`config.mk`:
```
export PLATFORM = sky130hd
export DESIGN_NAME = matmul_engine
export DESIGN_NICKNAME = d
export VERILOG_FILES = /design/src/rtl/matmul_pkg.sv /design/src/rtl/matmul_mac.sv /design/src/rtl/matmul_engine.sv
export SDC_FILE = /design/constraint.sdc
export NUM_CORES = 1
export LEC_CHECK = 0
export CORE_MARGIN = 8
export CORE_UTILIZATION = 45
export DETAILED_ROUTE_END_ITERATION = 10
export GPL_ROUTABILITY_DRIVEN = 0
export GPL_TIMING_DRIVEN = 0
export PLACE_DENSITY_LB_ADDON = 0.15
export RECOVER_POWER = 25
export REMOVE_ABC_BUFFERS = 1
export SKIP_CTS_REPAIR_TIMING = 1
export SLEW_MARGIN = 40
export SYNTH_ARGS = -nofsm -noshare
export SYNTH_HDL_FRONTEND = slang
export SYNTH_SLANG_ARGS = --single-unit
```
`constraint.sdc`:
```
create_clock -name clk -period 8.4 [get_ports clk]
set_clock_uncertainty 0.15 [all_clocks]
set_input_delay 1.68 -clock clk [delete_from_list [all_inputs] [get_ports clk]]
set_output_delay 1.68 -clock clk [all_outputs]
set_load 0.05 [all_outputs]
```
`src/rtl/matmul_pkg.sv`:
```
// -----------------------------------------------------------------------------
// matmul_pkg
// Shared constants, types and the result-byte helper for the 3x3 matrix
// multiply engine (matmul_engine + mac_unit).
//
// Build option: MATMUL_SIGNED_EN (the arithmetic switch lives in mac_unit).
// -----------------------------------------------------------------------------
package matmul_pkg;

  localparam int N      = 3;
  localparam int DATA_W = 8;
  localparam int ACC_W  = 2 * DATA_W + $clog2(N);  // 18
  localparam int OUT_B  = 3;
  localparam int ELEMS  = N * N;                   // 9
  localparam int BYTES  = ELEMS * OUT_B;           // 27

  typedef enum logic [1:0] {
    IDLE   = 2'd0,
    MAC    = 2'd1,
    STREAM = 2'd2,
    DONE   = 2'd3
  } state_t;

  typedef logic [ACC_W-1:0]  acc_t;
  typedef logic [DATA_W-1:0] data_t;

  // One byte of a result element, LSB byte first. The top byte carries
  // c[17:16] with the remaining six bits padded: zero for unsigned results,
  // copies of c[17] when the engine runs two's complement.
  function automatic logic [7:0] result_byte(input acc_t c, input logic [1:0] sel,
                                             input logic sign_ext);
    logic [7:0] b;
    case (sel)
      2'd0:    b = c[7:0];
      2'd1:    b = c[15:8];
      default: b = {{6{sign_ext & c[17]}}, c[17:16]};
    endcase
    return b;
  endfunction

endpackage

```
`src/rtl/matmul_mac.sv`:
```
// -----------------------------------------------------------------------------
// mac_unit
// Single shared multiply-accumulate for the matrix engine: one 8x8 product per
// enabled cycle, either loaded fresh (clr_i) or added to the running sum.
//
// Ports:
//   clk, reset     clock, asynchronous active-low reset
//   en_i           update the accumulator this cycle
//   clr_i          start a new dot product (ignore the held accumulator)
//   a_i, b_i       operand pair
//   sum_o          combinational accumulator-plus-product (next accumulator)
//   signed_mode_o  constant: 1 when arithmetic is two's complement
//
// Build option: MATMUL_SIGNED_EN selects signed operands and products.
// -----------------------------------------------------------------------------
module mac_unit
  import matmul_pkg::*;
(
  input  logic  clk,
  input  logic  reset,
  input  logic  en_i,
  input  logic  clr_i,
  input  data_t a_i,
  input  data_t b_i,
  output acc_t  sum_o,
  output logic  signed_mode_o
);

  acc_t acc_q;
  acc_t prod;

`ifdef MATMUL_SIGNED_EN
  logic signed [2*DATA_W-1:0] prod_s;
  assign prod_s        = $signed(a_i) * $signed(b_i);
  assign prod          = {{(ACC_W-2*DATA_W){prod_s[2*DATA_W-1]}}, prod_s};
  assign signed_mode_o = 1'b1;
`else
  logic [2*DATA_W-1:0] prod_u;
  assign prod_u        = a_i * b_i;
  assign prod          = {{(ACC_W-2*DATA_W){1'b0}}, prod_u};
  assign signed_mode_o = 1'b0;
`endif

  // The sum is exported combinationally so the engine can capture the final
  // dot product on the same edge the accumulator absorbs the last term.
  assign sum_o = (clr_i ? '0 : acc_q) + prod;

  always_ff @(posedge clk or negedge reset) begin
    if (!reset) begin
      acc_q <= '0;
    end else if (en_i) begin
      acc_q <= sum_o;
    end
  end

endmodule

```
`src/rtl/matmul_engine.sv`:
```
// -----------------------------------------------------------------------------
// matmul_engine
// Computes C = A x B for 3x3 byte matrices using one shared MAC (27 cycles),
// then streams the nine 18-bit results out as 27 bytes, element-major and
// LSB byte first, over a valid/ready port.
//
// Ports:
//   clk, reset            clock, asynchronous active-low reset
//   start                 loader done flag (level, rising edge triggers a pass)
//   a_in[0:8], b_in[0:8]  operand matrices, row-major
//   out_data              current result byte (0 when not streaming)
//   out_valid             out_data holds a byte
//   out_ready             sink accepts the byte
//   busy                  high while computing or streaming
//   finished              high after all 27 bytes were transferred
//   state_dbg_o           current FSM state for observation
//
// Handshake: a byte transfers on a rising clk edge where out_valid and
// out_ready are both high; out_valid never drops and out_data never changes
// until that transfer happens, and out_ready may be high at any time.
//
// Build option: MATMUL_SIGNED_EN (two's complement arithmetic, sign-extended pad).
// -----------------------------------------------------------------------------
module matmul_engine
  import matmul_pkg::*;
(
  input  logic       clk,
  input  logic       reset,
  input  logic       start,
  input  data_t      a_in [0:ELEMS-1],
  input  data_t      b_in [0:ELEMS-1],
  output logic [7:0] out_data,
  output logic       out_valid,
  input  logic       out_ready,
  output logic       busy,
  output logic       finished,
  output state_t     state_dbg_o
);

  state_t     state_q, state_d;
  logic       start_q;
  logic       trig;

  logic [1:0] i_q, i_d;
  logic [1:0] j_q, j_d;
  logic [1:0] k_q, k_d;
  logic [3:0] elem_q, elem_d;
  logic [1:0] bsel_q, bsel_d;

  data_t      a_q [0:ELEMS-1];
  data_t      b_q [0:ELEMS-1];
  acc_t       c_q [0:ELEMS-1];

  logic       load_ops;
  logic       mac_en;
  logic       mac_clr;
  logic       c_we;
  logic       mac_last;
  logic       stream_last;

  logic [3:0] a_idx, b_idx, c_idx;
  data_t      a_op, b_op;
  acc_t       mac_sum;
  logic       signed_mode;

  // A level held high never retriggers: only the 0->1 transition counts.
  assign trig = start & ~start_q;

  assign a_idx = {2'b00, i_q} * 4'd3 + {2'b00, k_q};
  assign b_idx = {2'b00, k_q} * 4'd3 + {2'b00, j_q};
  assign c_idx = {2'b00, i_q} * 4'd3 + {2'b00, j_q};
  assign a_op  = a_q[a_idx];
  assign b_op  = b_q[b_idx];

  assign mac_last    = (i_q == 2'd2) && (j_q == 2'd2) && (k_q == 2'd2);
  assign stream_last = (elem_q == 4'(ELEMS - 1)) && (bsel_q == 2'(OUT_B - 1));

  mac_unit u_mac (
    .clk           (clk),
    .reset         (reset),
    .en_i          (mac_en),
    .clr_i         (mac_clr),
    .a_i           (a_op),
    .b_i           (b_op),
    .sum_o         (mac_sum),
    .signed_mode_o (signed_mode)
  );

  // ---------------------------------------------------------------------------
  // FSM next state, counter updates and outputs
  // ---------------------------------------------------------------------------
  always_comb begin
    state_d   = state_q;
    i_d       = i_q;
    j_d       = j_q;
    k_d       = k_q;
    elem_d    = elem_q;
    bsel_d    = bsel_q;
    load_ops  = 1'b0;
    mac_en    = 1'b0;
    mac_clr   = 1'b0;
    c_we      = 1'b0;
    out_valid = 1'b0;
    out_data  = 8'h00;
    busy      = 1'b0;
    finished  = 1'b0;

    case (state_q)
      IDLE, DONE: begin
        finished = (state_q == DONE);
        if (trig) begin
          state_d  = MAC;
          load_ops = 1'b1;
          i_d      = 2'd0;
          j_d      = 2'd0;
          k_d      = 2'd0;
        end
      end

      MAC: begin
        busy    = 1'b1;
        mac_en  = 1'b1;
        // k==0 begins a new dot product; k==2 closes it into c_q.
        mac_clr = (k_q == 2'd0);
        c_we    = (k_q == 2'd2);
        if (mac_last) begin
          state_d = STREAM;
          i_d     = 2'd0;
          j_d     = 2'd0;
          k_d     = 2'd0;
          elem_d  = 4'd0;
          bsel_d  = 2'd0;
        end else if (k_q == 2'd2) begin
          k_d = 2'd0;
          if (j_q == 2'd2) begin
            j_d = 2'd0;
            i_d = i_q + 2'd1;
          end else begin
            j_d = j_q + 2'd1;
          end
        end else begin
          k_d = k_q + 2'd1;
        end
      end

      STREAM: begin
        busy      = 1'b1;
        out_valid = 1'b1;
        // Byte selection depends only on registered counters and c_q, so the
        // byte is stable for as long as the sink stalls.
        out_data  = result_byte(c_q[elem_q], bsel_q, signed_mode);
        if (out_ready) begin
          if (stream_last) begin
            state_d = DONE;
          end else if (bsel_q == 2'(OUT_B - 1)) begin
            bsel_d = 2'd0;
            elem_d = elem_q + 4'd1;
          end else begin
            bsel_d = bsel_q + 2'd1;
          end
        end
      end

      default: begin
        state_d = IDLE;
      end
    endcase
  end

  assign state_dbg_o = state_q;

  // ---------------------------------------------------------------------------
  // Control registers
  // ---------------------------------------------------------------------------
  always_ff @(posedge clk or negedge reset) begin
    if (!reset) begin
      state_q <= IDLE;
      start_q <= 1'b0;
      i_q     <= 2'd0;
      j_q     <= 2'd0;
      k_q     <= 2'd0;
      elem_q  <= 4'd0;
      bsel_q  <= 2'd0;
    end else begin
      state_q <= state_d;
      start_q <= start;
      i_q     <= i_d;
      j_q     <= j_d;
      k_q     <= k_d;
      elem_q  <= elem_d;
      bsel_q  <= bsel_d;
    end
  end

  // ---------------------------------------------------------------------------
  // Operand copies and result storage. Operands are captured on the trigger
  // edge so later activity on a_in/b_in cannot disturb a pass.
  // ---------------------------------------------------------------------------
  always_ff @(posedge clk or negedge reset) begin
    if (!reset) begin
      for (int n = 0; n < ELEMS; n++) begin
        a_q[n] <= '0;
        b_q[n] <= '0;
        c_q[n] <= '0;
      end
    end else begin
      if (load_ops) begin
        for (int n = 0; n < ELEMS; n++) begin
          a_q[n] <= a_in[n];
          b_q[n] <= b_in[n];
        end
      end
      if (c_we) begin
        c_q[c_idx] <= mac_sum;
      end
    end
  end

endmodule

```
==> metrics.cfg <==
[clock_network]
path_clk_slew_ns=0.06
clock_latency_ns=0.55
cts_tree=built
clock-sinks=339
cts_made_buffers=40
cts-root-buf=clkbuf_16
cts_htree_levels=2
clk_path_buf_depth=3

[global_route]
antenna_found_initial=3
grt_max_degree=74
overflow=0
grt_pass1_vias=12826
grt_usage=0.1856
grt_pass1_wl_mm=70.10

[timing]
setup_tns_ns=0
fin_ws_ns=0.4851
maxSlewViolCount=139
timing.fmax_mhz=126.3
final-setup-viol-count=0
rsz0062_at_grt=no
finalHoldViolations=0
slew_headroom=-1.736
worst_slew_pin_slew_ns=4.103
post-route-min-period_ns=7.915
finalCritPeriodShare=0.9423

[setup_path]
r2r_start=k_q[1]$_DFFE_PN0P_
critPathSlowestCell=fa_2
crit_path_max_fanout=10
cpMostUsedCell=inv_1
cp.required_ns=8.65
critPathLaunch=k_q[1]$_DFFE_PN0P_
worst_path_largest_cell_delay_ns=0.56
cp-end-kind=register
critical_path_class=reg -> reg
worst-path-buf-inv=8
crit_path_start_kind=register
cp_top_family=adder cells
arrival_ns=8.17

[floorplan]
pin_count=161
rows=73
die_h_um=216.8
coreArea_um2=39730
dieArea_um2=46990
dieWidth_um=216.8
initial_core_util=0.4566

[route]
drt_iter0_drc=707
wl_mm=42.77
wire_per_inst_um=19.07
drc=0
via_per_inst=5.367
first_pass_iters=8
via_count=12039
postRouteAntennaNets=0

[run_status]
violations=capacitance limit, slew limit
outcome=finished, violations left

[cells_and_area]
drive_above_1_share=0.2225
seqCellArea_um2=8491
nNetsFinal=1949
multi_input_area_um2=9057
fillers=3419
syn2layout_area_growth_pct=20.29

[yosys]
synthArstFlopShare=1.000
yosysUniqueCellTypes=55
synth-seq-cells=339
seq_area_frac_synth=0.4676
syn_area_per_cell_um2=11.70
synth_top_area_share=0.4676
synth_top_area_cell=dfrtp_1
syn-instance-count=1550
yosys_warnings=0
ys_top_cells_by_area=dfrtp_1, mux2_2, mux4_2
netlist_area_um2=18140
synth-edff-count=0
ys.flop_type=dfrtp_1

[placement]
portBuffers=160
pre_cts_slack_ns=-0.1861
hpwl_mm=30.41

[worst_hold_path]
hold_start=c_q[92]$_DFFE_PN0P_
hold_path_class=reg -> reg

[run]
drv_cap=2

## cell usage in the layout, fill, tap and decap left out, types with 14 or more instances in the layout
| master | n |
|---|---|
| o21ai_0 | 151 |
| and2_1 | 14 |
| nor2_1 | 65 |
| dfrtp_1 | 337 |
| a21oi_1 | 27 |
| clkbuf_16 | 41 |
| mux4_2 | 68 |
| clkdlybuf4s50_1 | 158 |
| mux2i_1 | 17 |
| fa_1 | 52 |
| mux2_2 | 196 |
| ha_1 | 57 |
| inv_1 | 110 |
| nand2_1 | 213 |
## final cells by class
class | instances | share of cell area
sequential | 339 | 0.3891
inverter | 110 | 0.01892
clock inverter | 14 | 0.007626
antenna | 1 | 0.0001147
timing repair buffer | 177 | 0.08520
multi-input combinational | 1020 | 0.4151
tap | 525 | 0.03010
clock buffer | 57 | 0.05390
## per-layer routing
metal	vias to the layer above	part of all wire	global-route usage	wire length [µm]
li1	5661	-	-	-
met1	6087	0.46	0.2512	19570
met2	213	0.48	0.3036	20630
met3	72	0.039	0.03564	1678
met4	6	0.020	0.05252	850
met5	-	0.00094	0	40
## final timing paths
check	to	slack (ns)	cells after the start
hold reg to reg	c_q[92]$_DFFE_PN0P_	0.32	2
setup / recovery	c_q[34]$_DFFE_PN0P_	0.49	26
max in group asynchronous	elem_q[0]$_DFFE_PN0P_	2.27	2
min in group asynchronous	elem_q[1]$_DFFE_PN0P_	0.98	1
setup reg to reg	c_q[34]$_DFFE_PN0P_	0.49	26
hold / removal	c_q[92]$_DFFE_PN0P_	0.32	2
## logic make-up (layout without fill, tap and decap cells)
family / after synthesis / after routing / synth area share
simple gates: 364 / 364 / 0.08670
flops: 339 / 339 / 0.4676
mux: 281 / 281 / 0.2155
compound gates: 247 / 247 / 0.08028
buf+inv: 191 / 358 / 0.04138
fa+ha+maj: 113 / 113 / 0.1003
xor+xnor: 15 / 15 / 0.008276
other cells: 0 / 1 / 0
## synthesized netlist by cell type (all sizes together) (7+ instances only)
cell type	number
nand3	10
fa	54
a22oi	12
mux2	196
a21o	8
and2	14
nand2b	9
dfrtp	339
a21oi	28
buf	32
o21ai	152
ha	59
nor2	65
mux2i	17
a22o	10
xnor2	10
nor2b	10
inv	110
mux4	68
clkbuf	49
nand2	222
o22ai	7
or2	10
## sequential cells by signal, summed over array words and instances (netlist names)
register,count
a_q,72
b_q,72
bsel_q,2
c_q,162
elem_q,4
i_q,2
j_q,2
k_q,2
start_q,1
state_dbg_o,2
u_mac.acc_q,18
## per-stage QoR
stage                       util  hold slack [ns]  std cells  cell area (µm²)
final                     0.5492           0.3226       2243            21820
after global routing      0.5492           0.3487       2242            21820
after CTS                 0.5478           0.3271       2236            21760
after detailed placement  0.5140           0.3127       2165            20420
after global placement    0.5049           0.3071       2154            20060
after floorplan                -           0.2908       1469            17800
## worst reg2reg max path, delay by kind of cell, from the launching register on
| kind | cells | cell delay [ns] |
|---|---|---|
| AND/OR/NAND/NOR | 1 | 0.14 |
| XOR/XNOR | 1 | 0.22 |
| multiplexers | 2 | 0.81 |
| flip-flops | 1 | 0.42 |
| buffers and inverters | 8 | 0.72 |
| adder cells (fa/ha/maj) | 8 | 3.63 |
| AO/OA/AOI/OAI | 6 | 1.67 |
Power is left out: the tool's default activity adds up to more than one toggle a clock period on the data nets, which glitch-free logic cannot reach.
